<file path="src/rtl/honeybee_issue_unit.sv">
// Issue stage between the core controller and the HONEYBEE collision accelerator:
// snapshots edge operands, runs ap_start/ap_done with a bounded wait, returns the 64-bit result.
module honeybee_issue_unit #(
  parameter int BUS_WIDTH      = 32,
  parameter int TIMEOUT_CYCLES = 255
) (
  input  logic                   i_clk,
  input  logic                   i_rst,
  input  logic                   i_req_valid,
  output logic                   o_req_ready,
  input  logic [BUS_WIDTH-1:0]   i_e_in0,
  input  logic [BUS_WIDTH-1:0]   i_e_in1,
  input  logic [BUS_WIDTH-1:0]   i_e_in2,
  input  logic [BUS_WIDTH-1:0]   i_e_in3,
  input  logic [BUS_WIDTH-1:0]   i_e_in4,
  input  logic [BUS_WIDTH-1:0]   i_e_in5,
  output logic                   o_hb_start,
  input  logic                   i_hb_done,
  input  logic [2*BUS_WIDTH-1:0] i_hb_return,
  output logic [BUS_WIDTH-1:0]   o_hb_e0,
  output logic [BUS_WIDTH-1:0]   o_hb_e1,
  output logic [BUS_WIDTH-1:0]   o_hb_e2,
  output logic [BUS_WIDTH-1:0]   o_hb_e3,
  output logic [BUS_WIDTH-1:0]   o_hb_e4,
  output logic [BUS_WIDTH-1:0]   o_hb_e5,
  output logic                   o_resp_valid,
  input  logic                   i_resp_ready,
  output logic [BUS_WIDTH-1:0]   o_resp_lo,
  output logic [BUS_WIDTH-1:0]   o_resp_hi,
  output logic                   o_timeout,
  output logic                   o_busy
);

  // state  | meaning
  // IDLE   | ready for a request
  // LAUNCH | operands latched, ap_start raised on exit
  // WAIT   | ap_start high, waiting for ap_done or expiry
  // RESP   | result held until the controller consumes it
  typedef enum logic [1:0] {IDLE, LAUNCH, WAIT, RESP} state_t;

  localparam int CW = $clog2(TIMEOUT_CYCLES + 1);
  localparam logic [CW-1:0] LP_LAST = CW'(TIMEOUT_CYCLES - 1);

  state_t               r_state;
  state_t               w_state_nxt;
  logic [CW-1:0]        r_cnt;
  logic [CW-1:0]        w_cnt_nxt;
  logic                 r_hb_start;
  logic                 w_hb_start_nxt;
  logic                 r_resp_valid;
  logic                 w_resp_valid_nxt;
  logic [BUS_WIDTH-1:0] r_resp_lo;
  logic [BUS_WIDTH-1:0] w_resp_lo_nxt;
  logic [BUS_WIDTH-1:0] r_resp_hi;
  logic [BUS_WIDTH-1:0] w_resp_hi_nxt;
  logic                 r_timeout;
  logic                 w_timeout_nxt;
  logic                 r_req_ready;
  logic                 r_busy;
  logic                 w_latch;
  logic [BUS_WIDTH-1:0] r_hb_e [6];

  always_comb begin
    w_state_nxt      = r_state;
    w_cnt_nxt        = r_cnt;
    w_hb_start_nxt   = r_hb_start;
    w_resp_valid_nxt = r_resp_valid;
    w_resp_lo_nxt    = r_resp_lo;
    w_resp_hi_nxt    = r_resp_hi;
    w_timeout_nxt    = r_timeout;
    w_latch          = 1'b0;
    case (r_state)
      IDLE: begin
        if (i_req_valid) begin
          w_latch     = 1'b1;
          w_cnt_nxt   = '0;
          w_state_nxt = LAUNCH;
        end
      end
      LAUNCH: begin
        w_hb_start_nxt = 1'b1;
        w_state_nxt    = WAIT;
      end
      WAIT: begin
        // ap_done takes priority over an expiry in the same cycle
        if (i_hb_done) begin
          w_resp_lo_nxt    = i_hb_return[BUS_WIDTH-1:0];
          w_resp_hi_nxt    = i_hb_return[2*BUS_WIDTH-1:BUS_WIDTH];
          w_timeout_nxt    = 1'b0;
          w_hb_start_nxt   = 1'b0;
          w_resp_valid_nxt = 1'b1;
          w_state_nxt      = RESP;
        end else if (r_cnt == LP_LAST) begin
          w_resp_lo_nxt    = '0;
          w_resp_hi_nxt    = '0;
          w_timeout_nxt    = 1'b1;
          w_hb_start_nxt   = 1'b0;
          w_resp_valid_nxt = 1'b1;
          w_state_nxt      = RESP;
        end else begin
          w_cnt_nxt = r_cnt + 1'b1;
        end
      end
      RESP: begin
        if (i_resp_ready) begin
          w_resp_valid_nxt = 1'b0;
          w_state_nxt      = IDLE;
        end
      end
      default: w_state_nxt = IDLE;
    endcase
  end

  always_ff @(posedge i_clk) begin
    if (i_rst) begin
      r_state      <= IDLE;
      r_cnt        <= '0;
      r_hb_start   <= 1'b0;
      r_resp_valid <= 1'b0;
      r_resp_lo    <= '0;
      r_resp_hi    <= '0;
      r_timeout    <= 1'b0;
      r_req_ready  <= 1'b1;
      r_busy       <= 1'b0;
      for (int i = 0; i < 6; i++) r_hb_e[i] <= '0;
    end else begin
      r_state      <= w_state_nxt;
      r_cnt        <= w_cnt_nxt;
      r_hb_start   <= w_hb_start_nxt;
      r_resp_valid <= w_resp_valid_nxt;
      r_resp_lo    <= w_resp_lo_nxt;
      r_resp_hi    <= w_resp_hi_nxt;
      r_timeout    <= w_timeout_nxt;
      r_req_ready  <= (w_state_nxt == IDLE);
      r_busy       <= (w_state_nxt != IDLE);
      if (w_latch) begin
        r_hb_e[0] <= i_e_in0;
        r_hb_e[1] <= i_e_in1;
        r_hb_e[2] <= i_e_in2;
        r_hb_e[3] <= i_e_in3;
        r_hb_e[4] <= i_e_in4;
        r_hb_e[5] <= i_e_in5;
      end
    end
  end

  assign o_req_ready  = r_req_ready;
  assign o_busy       = r_busy;
  assign o_hb_start   = r_hb_start;
  assign o_resp_valid = r_resp_valid;
  assign o_resp_lo    = r_resp_lo;
  assign o_resp_hi    = r_resp_hi;
  assign o_timeout    = r_timeout;
  assign o_hb_e0      = r_hb_e[0];
  assign o_hb_e1      = r_hb_e[1];
  assign o_hb_e2      = r_hb_e[2];
  assign o_hb_e3      = r_hb_e[3];
  assign o_hb_e4      = r_hb_e[4];
  assign o_hb_e5      = r_hb_e[5];

endmodule

</file>
<file path="config.mk">
export PLATFORM = sky130hd
export DESIGN_NAME = honeybee_issue_unit
export DESIGN_NICKNAME = d
export VERILOG_FILES = /design/src/rtl/honeybee_issue_unit.sv
export SDC_FILE = /design/constraint.sdc
export NUM_CORES = 1
export LEC_CHECK = 0
export CAP_MARGIN = 20
export CELL_PAD_IN_SITES_DETAIL_PLACEMENT = 2
export CELL_PAD_IN_SITES_GLOBAL_PLACEMENT = 2
export CORE_AREA = 2 2 205 207
export DETAILED_ROUTE_END_ITERATION = 6
export DIE_AREA = 0 0 207 209
export DONT_BUFFER_PORTS = 1
export GPL_TIMING_DRIVEN = 0
export PLACE_DENSITY = 0.57
export RECOVER_POWER = 100
export SKIP_CTS_REPAIR_TIMING = 1
export SLEW_MARGIN = 20
export SYNTH_ARGS = -nofsm -noshare
export SYNTH_HDL_FRONTEND = slang
export SYNTH_SLANG_ARGS = --single-unit
export TNS_END_PERCENT = 30
</file>
<file path="constraint.sdc">
create_clock -name i_clk -period 5.8 [get_ports i_clk]
set_clock_uncertainty 0.15 [all_clocks]
set_input_delay 0.58 -clock i_clk [delete_from_list [all_inputs] [get_ports i_clk]]
set_output_delay 0.58 -clock i_clk [all_outputs]
set_load 0.05 [all_outputs]
</file>
Word level (Yosys, flattened, before mapping)
Memory sizes are Yosys's and may differ from the RTL's.
Index checks and enable logic that the tools add are counted.
{"block": "totals", "elab_cells": 70, "in_bits": 261, "reg_bits": 79, "memories": 1, "ram_bits": 192}
{"name": "r_hb_e", "words": 6, "word_bits": 32, "rd": 6, "rd_ports_with_merged_regs": 0, "wr": 6, "line_no": "61", "rtl": "logic [BUS_WIDTH-1:0] r_hb_e [6];"}
{"block": "op_classes", "reduce_logical": 11, "n_bitwise": 6, "eq_ne": 9, "muxes": 33, "n_addsub": 1}
{"op": "$mux W32", "count": 9}
{"op": "$mux W8", "count": 3}
{"op": "$pmux W8 S2", "count": 1}
{"op": "$mux W1", "count": 13}
{"op": "$reduce_bool A2 Y1", "count": 5}
{"op": "$add A8 B1 Y8 const B", "count": 1}
{"op": "$eq A8 B8 Y1 const B", "count": 1}
{"op": "$mux W2", "count": 4}
{"op": "$ne A2 B2 Y1 const B", "count": 4}
{"op": "$pmux W2 S4", "count": 1}
{"op": "$or A1 B1 Y1", "count": 6}
{"op": "$eq A2 B2 Y1 const B", "count": 2}
{"op": "$logic_not A2 Y1", "count": 2}
{"op": "$pmux W1 S2", "count": 2}
{"op": "$reduce_and A2 Y1", "count": 2}
{"op": "$reduce_and A4 Y1", "count": 1}
{"op": "$ne A3 B3 Y1 const B", "count": 1}
{"op": "$reduce_and A3 Y1", "count": 1}
{"op": "$eq A2 B1 Y1 const B", "count": 1}

Logic depth before layout (Yosys ltp)
{"block": "logic_depth", "ltp_word": 6, "mapped_depth": 7, "mapped_depth_nobuf": 6}

Worst setup path before layout
No wires, ideal clock.
{"block": "synth_timing", "path_kind": "input to register", "start": "input i_req_valid", "end": "memory r_hb_e[0][0], enable pin", "path_stages": 3, "slack_ns": 0.370, "arrival_ns": 4.735, "required_ns": 5.105, "path_cell_list": "nor3b_4 > nor2_2 > inv_1"}
{"item": "from (decl)", "line_no": "9", "rtl": "input logic i_req_valid,"}
{"item": "to (decl)", "line_no": "61"}

==> impl_metrics.yaml <==
run_status:
  status: "finished with violations"
  violations: "max-capacitance violations, max-slew violations"
synthesis:
  synthCells: 657
  synthArstFlopShare_pct: 0
  yosysSeqAreaShare_pct: 74.29
  synthDistinctLibCells: 37
  synth-main-ff-cell: "edfxtp_1"
  ys_warn_count: 0
  synth_edf_count: 192
  syn_avg_cell_area_sq_um: 15.05
  syn_nets: 920
  synth_seq_cells: 271
  synth_area_sq_um: 9889
hold_path:
  hp-class: "input pin to flop"
  hold_depth: 1
  hold_end: "o_req_ready$_SDFF_PP1_"
  min_from: "i_req_valid"
cts:
  cts_buffer_depth: 3
  clkSinkCount: 271
  clk_pin_slew_ps: 60
  root_buffer: "clkbuf_16"
  cts_buffers: 31
  clk_latency_ps: 570
  cts_tree: "built"
  h-tree-depth: 1
worst_setup_path:
  arrival_ps: 3850
  slowest_delay_ps: 1430
  ff2ff_path_depth: 4
  critical_path.top_delay_family: "simple AND/OR/NAND/NOR gates"
  reg2reg_to: "r_hb_e[2][20]$_SDFFCE_PN0P_"
  reg2reg_slack_ps: 2000
  critPathKind: "flop to flop"
  cp_max_fo: 99
  critPathBufInv: 2
  slowest_stage: "nor3b_1"
  crit_chain: "nor3b_1 > nor2_2 > inv_8 > buf_16"
  required_ps: 5860
  reg2reg_from: "r_state[0]$_SDFF_PP0_"
  cp-start-kind: "flop"
  worst_setup_path_end_kind: "flop"
drt:
  vias: 6213
  drt_iter0_markers: 275
  route.detailed.wl_per_inst_um: 25.83
  drt_wl_total_um: 34270
  drc_errors: 0
  route.antenna.remaining_nets: 0
  dr.pass1.iters: 4
  via_per_inst: 4.682
pwr:
  clock_power_share_pct: 37.1
  p_sw_w: 0.001586
  combPwrFrac_pct: 5.4
  switching_share_pct: 31.74
  power_w: 0.004999
  cellLeakagePower_nw: 5.043
  power.density_nw_per_um2: 411.7
  p_int_w: 0.003412
  ir_drop_mv: 0.1957
  p_seq_share_pct: 57.5
floorplanning:
  ioPinCount: 522
  core_sq_um: 41290
  row_count: 75
  fp.dieW_um: 207
  dieArea_sq_um: 43260
  initial_utilization_pct: 23.95
  die_y_um: 209
sta:
  worst_slew_pin_slew_ps: 1838
  slew_headroom_pct: -22.82
  rsz0062_at_grt: "false"
  fin_setup_tns_ps: 0
  setup_ws_ps: 2000
  slew_viol_final: 10
  setup-violations-final: 0
  fmax_mhz: 263.2
  min_period_ps: 3800
  final_hold_viol_count: 0
  min_period_over_period_pct: 65.51
final_layout:
  final_nets: 1019
  layoutNonFillerInstCount: 1327
  final_common_cell: "and3_1"
  mostFrequentLayoutCells: "194 x and3_1, 192 x edfxtp_1, 79 x dfxtp_1"
  drive_gt1_share_pct: 7.821
  syn2layout_area_growth_pct: 22.77
global_routing:
  grt_overflow: 0
  first_global_vias: 6368
  grtUsageTotal_pct: 14.24
  grt_max_degree: 100
  antenna_found_initial: 11
  grt_pass1_wl_um: 46130
placed_design:
  port-buffer-count: 0
  place_congestion: 0.7236
  dp_hpwl_um: 24370
  preCtsSetupSlack_ps: 2663
  dp.cells: 1197
job:
  drv_cap: 1
logic make-up after synthesis:
family / count (synthesis) / synth area share (%)
flops: 271 / 74.29
simple gates: 233 / 14.80
compound gates: 83 / 7.034
buf+inv: 64 / 3.214
mux: 4 / 0.4049
fa+ha+maj: 2 / 0.2530
worst max path at each step:
| stage | cells past startpoint | end | from |
|---|---|---|---|
| after floorplan | 3 | r_hb_e[0][0]$_SDFFCE_PN0P_ | i_req_valid |
| after global placement | 3 | r_hb_e[2][18]$_SDFFCE_PN0P_ | i_req_valid |
| after detailed placement | 4 | r_hb_e[1][0]$_SDFFCE_PN0P_ | i_req_valid |
| after CTS | 4 | r_hb_e[3][20]$_SDFFCE_PN0P_ | r_state[0]$_SDFF_PP0_ |
| after global routing | 4 | r_hb_e[2][20]$_SDFFCE_PN0P_ | r_state[0]$_SDFF_PP0_ |
| final | 4 | r_hb_e[2][20]$_SDFFCE_PN0P_ | r_state[0]$_SDFF_PP0_ |
cell type report:
| class | count | area [sq um] |
|---|---|---|
| fill | 4354 | 29150 |
| tap | 539 | 674.4 |
| multi-input combinational | 322 | 2206 |
| clock buffer | 41 | 837.1 |
| antenna | 8 | 20.02 |
| clock inverter | 16 | 115.1 |
| inverter | 6 | 30.03 |
| buffer | 58 | 234.0 |
| timing repair buffer | 66 | 678.2 |
| sequential | 271 | 7347 |
state kept, by name, indices dropped and copies added, names as in the netlist:
register / count
o_busy: 1
o_hb_start: 1
o_timeout: 1
o_req_ready: 1
r_cnt: 8
o_resp_lo: 32
o_resp_valid: 1
o_resp_hi: 32
r_hb_e: 192
r_state: 2
power groups by stage:
stage | Clock, W | Sequential [W] | Combinational [W]
floorplan | 0 | 0.00288 | 0.000164
global placement | 0 | 0.00294 | 0.000231
detailed placement | 0 | 0.00292 | 0.000245
CTS | 0.00192 | 0.00288 | 0.000247
global route | 0.00200 | 0.00288 | 0.000302
finish | 0.00186 | 0.00287 | 0.000271
per-layer routing:
| metal | up-vias | GRT usage (%) | wire (um) |
|---|---|---|---|
| li1 | 2739 | - | - |
| met4 | 6 | 5.049 | 1109 |
| met2 | 324 | 26.05 | 18270 |
| met3 | 60 | 5.831 | 2752 |
| met5 | - | 0 | 44 |
| met1 | 3084 | 14.55 | 12100 |
cell usage after synthesis, drive strengths merged, types with 3 or more instances:
| library cell | number | area share [%] |
|---|---|---|
| or3 | 5 | 0.32 |
| and3 | 194 | 12 |
| buf | 27 | 1.8 |
| nor2 | 3 | 0.16 |
| inv | 6 | 0.23 |
| a22o | 64 | 5.7 |
| clkbuf | 31 | 1.2 |
| mux2i | 4 | 0.40 |
| dfxtp | 79 | 16 |
| edfxtp | 192 | 58 |
| nor2b | 4 | 0.28 |
| o31ai | 3 | 0.23 |
| a21oi | 6 | 0.34 |
| or4 | 3 | 0.27 |
| nand3 | 5 | 0.25 |
| nand2 | 10 | 0.38 |
per-stage QoR:
step / cell area (sq um) / util [%] / hold WS (ps)
final: 12140 / 29.41 / 46.63
after global routing: 12140 / 29.39 / 31.63
after CTS: 11550 / 27.98 / -70.07
after detailed placement: 10600 / 25.67 / 346.4
after global placement: 10560 / 25.58 / 335.1
after floorplan: 9889 / - / 305.2
Power figures use the tool's default switching activity.
